**src/rtl/fetch_sequencer.sv**
```systemverilog
// Instruction fetch sequencer for the IF stage.
// Issues one request at a time to a variable-latency instruction memory
// (req/ack) and owns the fetch PC. It presents {instr, pc, pc+4} to IF/ID
// along with the load and bubble controls. Stall and redirect come from
// EX/hazard logic. A response that arrives after a redirect is discarded.
//
// state    | meaning
// ---------+----------------------------------------------------------------
// ST_FETCH | request outstanding at r_pc; an ack may be delivered directly
// ST_DROP  | redirected while a request was in flight; waiting to discard it
// ST_HOLD  | word captured while stalled; waiting to hand it to IF/ID
// ST_ERR   | memory timed out; only reset leaves this state
module fetch_sequencer #(
    parameter logic [31:0] RESET_PC = 32'h0000_0000,
    parameter int          MAX_WAIT = 16
) (
    input  logic        clk,
    input  logic        rst,
    input  logic        stall_i,
    input  logic        redirect_i,
    input  logic [31:0] redirect_pc_i,
    output logic        imem_req_o,
    output logic [31:0] imem_addr_o,
    input  logic        imem_ack_i,
    input  logic [31:0] imem_rdata_i,
    output logic [31:0] instr_o,
    output logic [31:0] pc_o,
    output logic [31:0] pcplus4_o,
    output logic        ifid_load_o,
    output logic        ifid_bubble_o,
    output logic        fetch_err_o
);

    localparam int WCW = $clog2(MAX_WAIT + 1);
    localparam logic [WCW-1:0] WAIT_LAST = WCW'(MAX_WAIT - 1);

    typedef enum logic [1:0] {
        ST_FETCH = 2'd0,
        ST_DROP  = 2'd1,
        ST_HOLD  = 2'd2,
        ST_ERR   = 2'd3
    } state_t;

    state_t           r_st;
    logic [31:0]      r_pc;
    logic [31:0]      r_tgt;
    logic [31:0]      r_buf_instr;
    logic [31:0]      r_buf_pc;
    logic [WCW-1:0]   r_wait_cnt;
    logic             r_err;

    state_t           w_st_nxt;
    logic [31:0]      w_pc_nxt;
    logic [31:0]      w_tgt_nxt;
    logic [31:0]      w_buf_instr_nxt;
    logic [31:0]      w_buf_pc_nxt;
    logic [WCW-1:0]   w_wait_nxt;
    logic             w_err_nxt;

    logic             w_req;
    logic [31:0]      w_instr;
    logic [31:0]      w_pc_out;
    logic             w_bubble;

    logic [31:0]      w_redirect_tgt;
    logic [31:0]      w_pc_inc;
    logic             w_timeout;

    assign w_redirect_tgt = {redirect_pc_i[31:2], 2'b00};
    assign w_pc_inc       = r_pc + 32'd4;
    // This cycle is the MAX_WAIT-th consecutive one without an ack.
    assign w_timeout      = (r_wait_cnt == WAIT_LAST);

    // State register and datapath registers.
    always_ff @(posedge clk) begin
        if (rst) begin
            r_st        <= ST_FETCH;
            r_pc        <= RESET_PC;
            r_tgt       <= '0;
            r_buf_instr <= '0;
            r_buf_pc    <= '0;
            r_wait_cnt  <= '0;
            r_err       <= 1'b0;
        end else begin
            r_st        <= w_st_nxt;
            r_pc        <= w_pc_nxt;
            r_tgt       <= w_tgt_nxt;
            r_buf_instr <= w_buf_instr_nxt;
            r_buf_pc    <= w_buf_pc_nxt;
            r_wait_cnt  <= w_wait_nxt;
            r_err       <= w_err_nxt;
        end
    end

    // Next-state, register updates and IF/ID presentation.
    always_comb begin
        w_st_nxt        = r_st;
        w_pc_nxt        = r_pc;
        w_tgt_nxt       = r_tgt;
        w_buf_instr_nxt = r_buf_instr;
        w_buf_pc_nxt    = r_buf_pc;
        w_wait_nxt      = '0;
        w_err_nxt       = r_err;
        w_req           = 1'b0;
        w_instr         = '0;
        w_pc_out        = '0;
        w_bubble        = 1'b1;

        case (r_st)
            ST_FETCH: begin
                w_req = 1'b1;
                if (imem_ack_i) begin
                    if (redirect_i) begin
                        w_pc_nxt = w_redirect_tgt;
                    end else begin
                        w_pc_nxt = w_pc_inc;
                        if (stall_i) begin
                            w_buf_instr_nxt = imem_rdata_i;
                            w_buf_pc_nxt    = r_pc;
                            w_st_nxt        = ST_HOLD;
                        end else begin
                            w_instr  = imem_rdata_i;
                            w_pc_out = r_pc;
                            w_bubble = 1'b0;
                        end
                    end
                end else if (w_timeout) begin
                    // A dead memory outranks a redirect: nothing can be fetched anyway.
                    w_st_nxt  = ST_ERR;
                    w_err_nxt = 1'b1;
                end else if (redirect_i) begin
                    w_tgt_nxt = w_redirect_tgt;
                    w_st_nxt  = ST_DROP;
                end else begin
                    w_wait_nxt = r_wait_cnt + WCW'(1);
                end
            end
            ST_DROP: begin
                w_req = 1'b1;
                if (imem_ack_i) begin
                    w_pc_nxt = redirect_i ? w_redirect_tgt : r_tgt;
                    w_st_nxt = ST_FETCH;
                end else if (w_timeout) begin
                    w_st_nxt  = ST_ERR;
                    w_err_nxt = 1'b1;
                end else begin
                    if (redirect_i) begin
                        w_tgt_nxt = w_redirect_tgt;
                    end
                    w_wait_nxt = r_wait_cnt + WCW'(1);
                end
            end
            ST_HOLD: begin
                w_instr  = r_buf_instr;
                w_pc_out = r_buf_pc;
                if (redirect_i) begin
                    w_pc_nxt = w_redirect_tgt;
                    w_st_nxt = ST_FETCH;
                end else if (!stall_i) begin
                    w_bubble = 1'b0;
                    w_st_nxt = ST_FETCH;
                end
            end
            ST_ERR: begin
                w_err_nxt = 1'b1;
            end
            default: begin
                w_st_nxt = ST_FETCH;
            end
        endcase
    end

    // While reset is held, IF/ID is kept loading bubbles and nothing is requested.
    assign imem_req_o    = w_req & ~rst;
    assign imem_addr_o   = r_pc;
    assign instr_o       = rst ? 32'h0 : w_instr;
    assign pc_o          = rst ? 32'h0 : w_pc_out;
    assign pcplus4_o     = pc_o + 32'd4;
    assign ifid_load_o   = rst | ~stall_i | redirect_i;
    assign ifid_bubble_o = rst | w_bubble;
    assign fetch_err_o   = r_err;

endmodule

```
**config.mk**
```make
export PLATFORM = sky130hd
export DESIGN_NAME = fetch_sequencer
export DESIGN_NICKNAME = d
export VERILOG_FILES = /design/src/rtl/fetch_sequencer.sv
export SDC_FILE = /design/constraint.sdc
export NUM_CORES = 1
export LEC_CHECK = 0
export BUFFER_PORTS_ARGS = -buffer_cell sky130_fd_sc_hd__buf_4
export CORE_AREA = 3 3 124 126
export CTS_CLUSTER_SIZE = 20
export DETAILED_ROUTE_END_ITERATION = 10
export DIE_AREA = 0 0 127 129
export PLACE_DENSITY = 0.8
export REMOVE_ABC_BUFFERS = 1
export SYNTH_ARGS = -nofsm -noshare
export SYNTH_HDL_FRONTEND = slang
export SYNTH_SLANG_ARGS = --single-unit
```
**constraint.sdc**
```tcl
create_clock -name clk -period 5.5 [get_ports clk]
set_input_delay 0.55 -clock clk [delete_from_list [all_inputs] [get_ports clk]]
set_output_delay 0.55 -clock clk [all_outputs]
set_load 0.01 [all_outputs]
```
Yosys cells after proc, flatten, opt, wreduce, memory -nomap -nowiden:

Cells that the tools add are included.

* flip-flop bits (word level): 136
* latch bits: 0
* RAM bits: 0
* ROM bits: 0
* input bits: 69
* output and inout bits: 132
* logic and storage cells: 82
* memories kept: 0

* add/sub/neg operators: 3
* multipliers: 0
* div/mod/pow operators: 0
* $lt $le $gt $ge: 0
* equal/unequal tests: 14
* shift-type cells: 0
* muxes and demuxes: 40
* bitwise operators: 9
* reduce and logical (&&, ||, !) cells: 9

Operator list (count)
* $mux 32: 13
* $pmux 32 s2: 2
* $pmux 32 s3: 1
* $add 32x3->32 const B: 2
* $mux 5: 5
* $mux 2: 9
* $ne 3x3->1 const B: 4
* $pmux 5 s2: 1
* $ne 2x2->1 const B: 4
* $reduce_and 4->1: 2
* $mux 1: 6
* $pmux 2 s3: 1
* $reduce_and 3->1: 2
* $reduce_and 6->1: 1
* $add 5x1->5 const B: 1
* $eq 5x4->1 const B: 1
* $not 1->1: 5
* $eq 2x2->1 const B: 2
* $ne 4x4->1 const B: 1
* $pmux 1 s2: 2
* $or 1x1->1: 3
* $reduce_bool 3->1: 1
* $eq 2x1->1 const B: 1
* $logic_not 2->1: 1
* 4 further kinds: 4

Longest topological paths before layout:

Gate-level depths: netlist of run 1.

* depth in word-level cells: 6
* gate-level depth with buffers: 17
* mapped depth without buffers: 12

Least setup slack after synthesis of run 1:

Ideal clock, no wire load.

* path type: input -> output
* from: input stall_i
* to: output pcplus4_o[30]
* arrival: 4181 ps
* data required time: 4950 ps
* path slack: 769 ps
* stages: 16
* buffers on the path: 6
* cells stage by stage: buf_2 > and4bb_1 > buf_2 > buf_4 > clkbuf_1 > clkbuf_1 > clkbuf_1 > a22oi_1 > nor2_1 > ha_1 > nand3b_1 > o31ai_1 > nand4_1 > nor4_2 > nand4_1 > xnor2_1

* longest elaborated chain between the ends: 6

RTL lines
* start, declared: line 19 `input logic stall_i,`
* $mux 32: line 117 `if (stall_i) begin`
* $mux 32: line 113 `if (redirect_i) begin`
* $mux 32: line 112 `if (imem_ack_i) begin`
* $pmux 32 s2: line 109 `case (r_st)`
* $mux 32: line 177 `assign pc_o = rst ? 32'h0 : w_pc_out;`
* net pc_o[3]: line 27 `output logic [31:0] pc_o,`
* $add 32x3->32: line 178 `assign pcplus4_o = pc_o + 32'd4;`
* end, declared: line 28 `output logic [31:0] pcplus4_o,`

The timed path passes the listed nets, and every way through them passes these cells.

Final worst setup path of run 1:

* from: register r_st[0]
* to: output pcplus4_o[28]

* longest elaborated chain between the ends: 4
* elaborated cells between the ends (all ways): 5
* those cells by class: 1 x add/sub; 1 x eq/ne; 2 x mux; 1 x reduce/logical

RTL lines
* start, declared: line 44 `state_t r_st;`
* start signal, assigned: line 85 `r_st <= w_st_nxt;`
* $eq 2x2->1 / $logic_not 2->1 (equally long branches): line 109
* $pmux 32 s2 *: line 109
* $mux 32 *: line 177
* $add 32x3->32 *: line 178

Every way passes the cells marked *; elsewhere a longest branch is shown, timed or not.

==> flow_summary.yaml, run 1 <==
run_status:
  outcome: "finished clean"
logic_synthesis:
  mappedNetlistArea_um2: 7680
  ys_seq_area_share_pct: 35.5
  ys_warn_count: 0
  yosysMostFrequentCell: "nand2_1"
  synth_largest_area_cell: "dfxtp_1"
  synth_top_area_share_pct: 35.5
  synth_cell_types: 55
  synth_area_leaders: "dfxtp_1 35%, nand2_1 12%, a21oi_1 7.8%"
  ys_ff_latch: 136
  synth_edf_count: 0
  synthArstFlopShare_pct: 0
  yosys-top-cells-count: "236 x nand2_1, 136 x dfxtp_1, 120 x a21oi_1"
  yosys_most_used_dff: "dfxtp_1"
  postSynthCellCount: 1052
  syn_avg_cell_area_um2: 7.30
layout:
  final_nets: 1265
  fillers: 1262
  antennaDiodeCount: 0
  final-instance-count-excl-fill: 1383
  syn2layout_area_growth_pct: 26.3
  drive_gt1_share_pct: 21.3
clock_tree:
  numClockSinks: 136
  cts_tree: "built"
  htree_levels: 4
  clk_path_buf_depth: 2
  clkTransAtPathRegs_ns: 0.06
  clkLatencyLatePin_ns: 0.42
  postCtsSetupBuffers: 0
  cts_root_buffer: "clkbuf_16"
  numCtsBuffers: 17
  cts_resized: 0
  holdBufCountCts: 0
sta:
  period_needed_ns: 4.95
  drv_slew: 0
  final.setup.tns_ns: 0
  setup_viol_count_final: 0
  worst_slew_pin_slew_ns: 1.20
  skew_ns: 0.00784
  slew_headroom_pct: 20.2
  hold_viol: 0
  setup_slack_ns: 0.548
  rsz0062_at_grt: "no"
  fmax_ghz: 0.202
  period_share_pct: 90.0
global_route:
  overflow: 0
  antenna_found_initial: 0
  grt.total_usage_pct: 27.3
  grt_max_degree: 174
  grt_pass1_vias: 7065
  grt_pass1_wl_mm: 36.7
floorplan:
  initial_core_util_pct: 53.2
  fp-row-count: 44
  die_area_um2: 16400
  io_pins: 201
  die_width_um: 127
  die_h_um: 129
  coreArea_um2: 14400
setup_path:
  cp-start-kind: "flip-flop"
  worstSetupEndpointType: "output port"
  cp_top_family: "simple AND/OR/NAND/NOR gates"
  crit_top_cell: "ha_1"
  critPathBufInv: 2
  crit_required_ns: 4.95
  cp.arrival_ns: 4.40
  worstPathMaxFanout: 11
  critPathKind: "flip-flop to output port"
  cp_slowest_cell: "nor4_2"
  crit_chain: "inv_1 > ha_1 > and3b_1 > a32o_1 > ha_1 > nand3b_1 > o31ai_1 > nand4_1 > nor4_2 > nand4b_1 > xnor2_1 > buf_4"
  critPathMaxStageDelay_ns: 0.69
placement:
  port_buffers: 198
  dpl.hpwl_mm: 15.5
  gp_congestion: 0.837
  place_inst: 1351
  dpl_worst_slack_ns: 0.962
detailed_routing:
  ant_nets: 0
  first_pass_iters: 5
  finalWirelength_mm: 23.2
  avgViaCountPerCell: 5.84
  wl_per_cell_um: 16.7
  drt-initial-drc-count: 701
  num_vias: 8081
  drcViolationCount: 0
hold_path:
  hp-class: "input port to flip-flop"
power:
  power.density_nw_per_um2: 361
  fin_total_pwr_uw: 3500
  peakVddDrop_v: 0.000228
  total_leakage_power_uw: 0.00386
job:
  drv_cap: 0
[worst min-delay path: cells and delay by family]
kind / cells / cell delay, ns
AO/OA/AOI/OAI: 1 / 0.05
buffers and inverters: 1 / 0.11
AND/OR/NAND/NOR: 1 / 0.05
[per-stage QoR]
stage | utilization, % | instance area [um^2] | hold WS [ns]
finish | 67.2 | 9690 | 0.381
global route | 67.2 | 9690 | 0.377
global placement | 63.2 | 9110 | 0.437
CTS | 67.2 | 9690 | 0.371
floorplan | - | 7300 | 0.418
detailed placement | 63.2 | 9110 | 0.446
[cells by family (layout without fill, tap and decap cells)]
group	Yosys count	in the layout	synth area share, %
AOI/OAI and AO/OA	285	285	24.3
xor gates and xnor gates	45	45	5.13
adders and majority gates	10	10	1.63
buffers and inverters	115	262	6.00
DFF	136	136	35.5
muxes	5	5	0.652
and+or+nand+nor	456	456	26.8
[final timing paths]
path	from	endpoint	slack, ns	depth (start not counted)
worst max-delay path	r_st[0]$_SDFFE_PP0P_	pcplus4_o[28]	0.55	12
worst min-delay path	imem_rdata_i[25]	r_buf_instr[25]$_SDFFE_PP0P_	0.38	3
worst max register to register	r_st[0]$_SDFFE_PP0P_	imem_addr_o[20]$_SDFFE_PP0P_	2.52	8
worst min register to register	r_tgt[21]$_SDFFE_PP0P_	r_tgt[21]$_SDFFE_PP0P_	0.45	2
[routing by layer]
| metal | part of all wire (%) | GRT usage, % |
|---|---|---|
| met5 | 0 | 0 |
| met4 | 2.0 | 8.83 |
| met3 | 8.0 | 5.35 |
| met2 | 48 | 43.2 |
| met1 | 42 | 37.8 |
[power breakdown]
group          internal (uW)  total (uW)  switching, uW
Combinational            422        1060            635
Sequential              1110        1330            219
Clock                    690        1120            428
Total                   2220        3500           1280
[sequential cells by signal, summed over array words and instances (netlist names)]
name	flops
r_buf_pc	32
fetch_err_o	1
r_tgt	32
r_wait_cnt	5
r_buf_instr	32
r_st	2
imem_addr_o	32
[layout make-up]
type	instances	area (um^2)	area share [%]
inverter	22	82.6	0.852
clock inverter	11	124	1.28
tap	184	230	2.37
timing repair buffer	208	1570	16.2
sequential	136	2720	28.1
clock buffer	21	460	4.75
multi-input combinational	801	4500	46.4
[layout by cell type (no fill, tap or decap), types with 3 or more instances in the layout]
master / n
a22o_1: 8
o211a_1: 5
a211oi_1: 13
a32o_1: 8
xor2_1: 19
nor2b_1: 4
mux2i_1: 5
xnor2_1: 26
a221o_1: 8
nand2b_1: 4
nor4_2: 3
clkinv_2: 3
nand2_1: 235
nor4_1: 9
a32oi_1: 4
inv_1: 22
clkinvlp_4: 3
and2_1: 3
nor2_1: 100
and3_1: 8
nand4_1: 16
nand3_1: 28
nor3_1: 21
a221oi_1: 19
ha_1: 9
o21a_1: 5
clkinv_4: 3
nand3b_1: 3
clkbuf_16: 17
o31ai_1: 3
dfxtp_1: 136
a22oi_1: 51
or4_1: 4
a21oi_1: 120
o21ai_0: 30
buf_4: 207
Power figures use the tool's default switching activity.
==> run 2, diff against run 1 <==
clock period = 5.6 ns   (was 5.5 ns; I/O delays follow)
==> flow_summary.yaml, run 2 (synthesis results as in run 1) <==
setup_path:
  crit_required_ns: 5.04
  worstSetupEndpointType: "output port"
  r2r_slack_ns: 2.66
  critPathKind: "flip-flop to output port"
  cp-start-kind: "flip-flop"
  worstPathMaxFanout: 11
  cp.arrival_ns: 4.50
placement:
  port_buffers: 198
  postPlaceCellArea_um2: 9100
  dpl.hpwl_mm: 15.3
  gp_congestion: 0.867
floorplan:
  fp-row-count: 44
  io_pins: 201
  initial_core_util_pct: 53.2
  die_width_um: 127
  die_h_um: 129
  coreArea_um2: 14400
  die_area_um2: 16400
power:
  p_sw_uw: 1250
  p_sw_share_pct: 35.5
  power_frac_comb_pct: 29.4
  pwr-share-clk_pct: 33.7
  power.density_nw_per_um2: 363
  sequentialPowerShare_pct: 37.0
  peakVddDrop_v: 0.000236
  internal_power_uw: 2280
  total_leakage_power_uw: 0.00388
clock_tree:
  clkTransAtPathRegs_ns: 0.06
  holdBufCountCts: 0
  clk_path_buf_depth: 2
  numCtsBuffers: 17
  postCtsSetupBuffers: 0
  clkLatencyLatePin_ns: 0.42
  htree_levels: 4
  numClockSinks: 136
  cts_tree: "built"
  cts_resized: 0
  cts_root_buffer: "clkbuf_16"
sta:
  rsz0062_at_grt: "no"
  fmax_ghz: 0.198
  setup_viol_count_final: 0
  final.setup.tns_ns: 0
  period_share_pct: 90.3
  worst_slew_pin_slew_ns: 1.17
  hold_viol: 0
  slew_headroom_pct: 21.7
  period_needed_ns: 5.06
  drv_slew: 0
  skew_ns: 0.00778
detailed_routing:
  finalWirelength_mm: 23.3
  wl_per_cell_um: 16.8
  drt-initial-drc-count: 877
  ant_nets: 0
  drcViolationCount: 0
  num_vias: 8159
  avgViaCountPerCell: 5.90
  first_pass_iters: 8
layout:
  fin_util_pct: 67.4
  antennaDiodeCount: 0
  final_common_cell: "nand2_1"
  syn2layout_area_growth_pct: 26.7
  finalInstanceArea_um2: 9730
  drive_gt1_share_pct: 21.1
  final_cell_mix: "235 x nand2_1, 209 x buf_4, 136 x dfxtp_1"
  final_nets: 1266
global_route:
  grt.total_usage_pct: 27.7
  overflow: 0
  antenna_found_initial: 0
  grt_pass1_wl_mm: 37.5
  grt_pass1_vias: 7205
  grt_max_degree: 78
job:
  drv_cap: 0
hold_path:
  hp-class: "input port to flip-flop"
run_status:
  outcome: "finished clean"
## run 2: changes by cell type in the layout (fill, tap and decap cells not counted)
cell        delta
clkbuf_8       +1
buf_4          +2
clkinvlp_4     -2
clkinv_4       -2
bufinv_16      +2
buf_12         -1
clkbuf_1       +2
clkinv_2       -2
## run 2: cell type report
type	instances	area, um^2
fillers	1305	4700
repair buffers	209	1570
clock inverters	7	141
inverters	22	82.6
clock buffers	24	482
multi-input cells	801	4500
flip-flops and latches	136	2720
well taps	184	230
## run 2: final timing paths
path	startpoint	to	depth (start not counted)
setup reg to reg	r_st[0]$_SDFFE_PP0P_	imem_addr_o[20]$_SDFFE_PP0P_	8
setup / recovery	r_st[0]$_SDFFE_PP0P_	pcplus4_o[30]	12
hold / removal	redirect_pc_i[16]	r_tgt[16]$_SDFFE_PP0P_	3
hold reg to reg	r_tgt[17]$_SDFFE_PP0P_	r_tgt[17]$_SDFFE_PP0P_	2
## run 2: power groups by stage
| stage | sequential (uW) | clock (uW) | combinational (uW) |
|---|---|---|---|
| CTS | 1290 | 1200 | 1030 |
| floorplan | 1280 | 0 | 593 |
| global route | 1320 | 1240 | 1150 |
| finish | 1310 | 1190 | 1040 |
| detailed placement | 1310 | 0 | 1020 |
| global placement | 1310 | 0 | 1010 |
## run 2: routing by layer
layer  GRT usage, %  routed length, um  up-vias
li1               -                  -     3969
met1           39.0              10100     3803
met2           44.2              11100      358
met3           4.82               1760       29
met4           7.32                367        0
met5              0                  0        -
## run 2: through the flow
| step | power, uW | setup WS [ns] | instances | hold WS, ns |
|---|---|---|---|---|
| after floorplan | 1870 | 0.504 | 959 | 0.418 |
| after global placement | 2320 | 1.03 | 1352 | 0.437 |
| after CTS | 3530 | 0.586 | 1383 | 0.380 |
| final | 3530 | 0.543 | 1383 | 0.386 |
| after detailed placement | 2340 | 0.932 | 1352 | 0.447 |
| after global routing | 3720 | 0.174 | 1383 | 0.383 |
## run 2: worst max-delay path, cell delays in order (launching register included)
cell and delay (ns):
dfxtp_1 0.33, inv_1 0.12, ha_1 0.31, and3b_1 0.48
a32o_1 0.38, ha_1 0.26, nand3b_1 0.09, o31ai_1 0.47
nand4_1 0.38, nor4_2 0.70, nand4_1 0.23, xnor2_1 0.18
buf_4 0.14
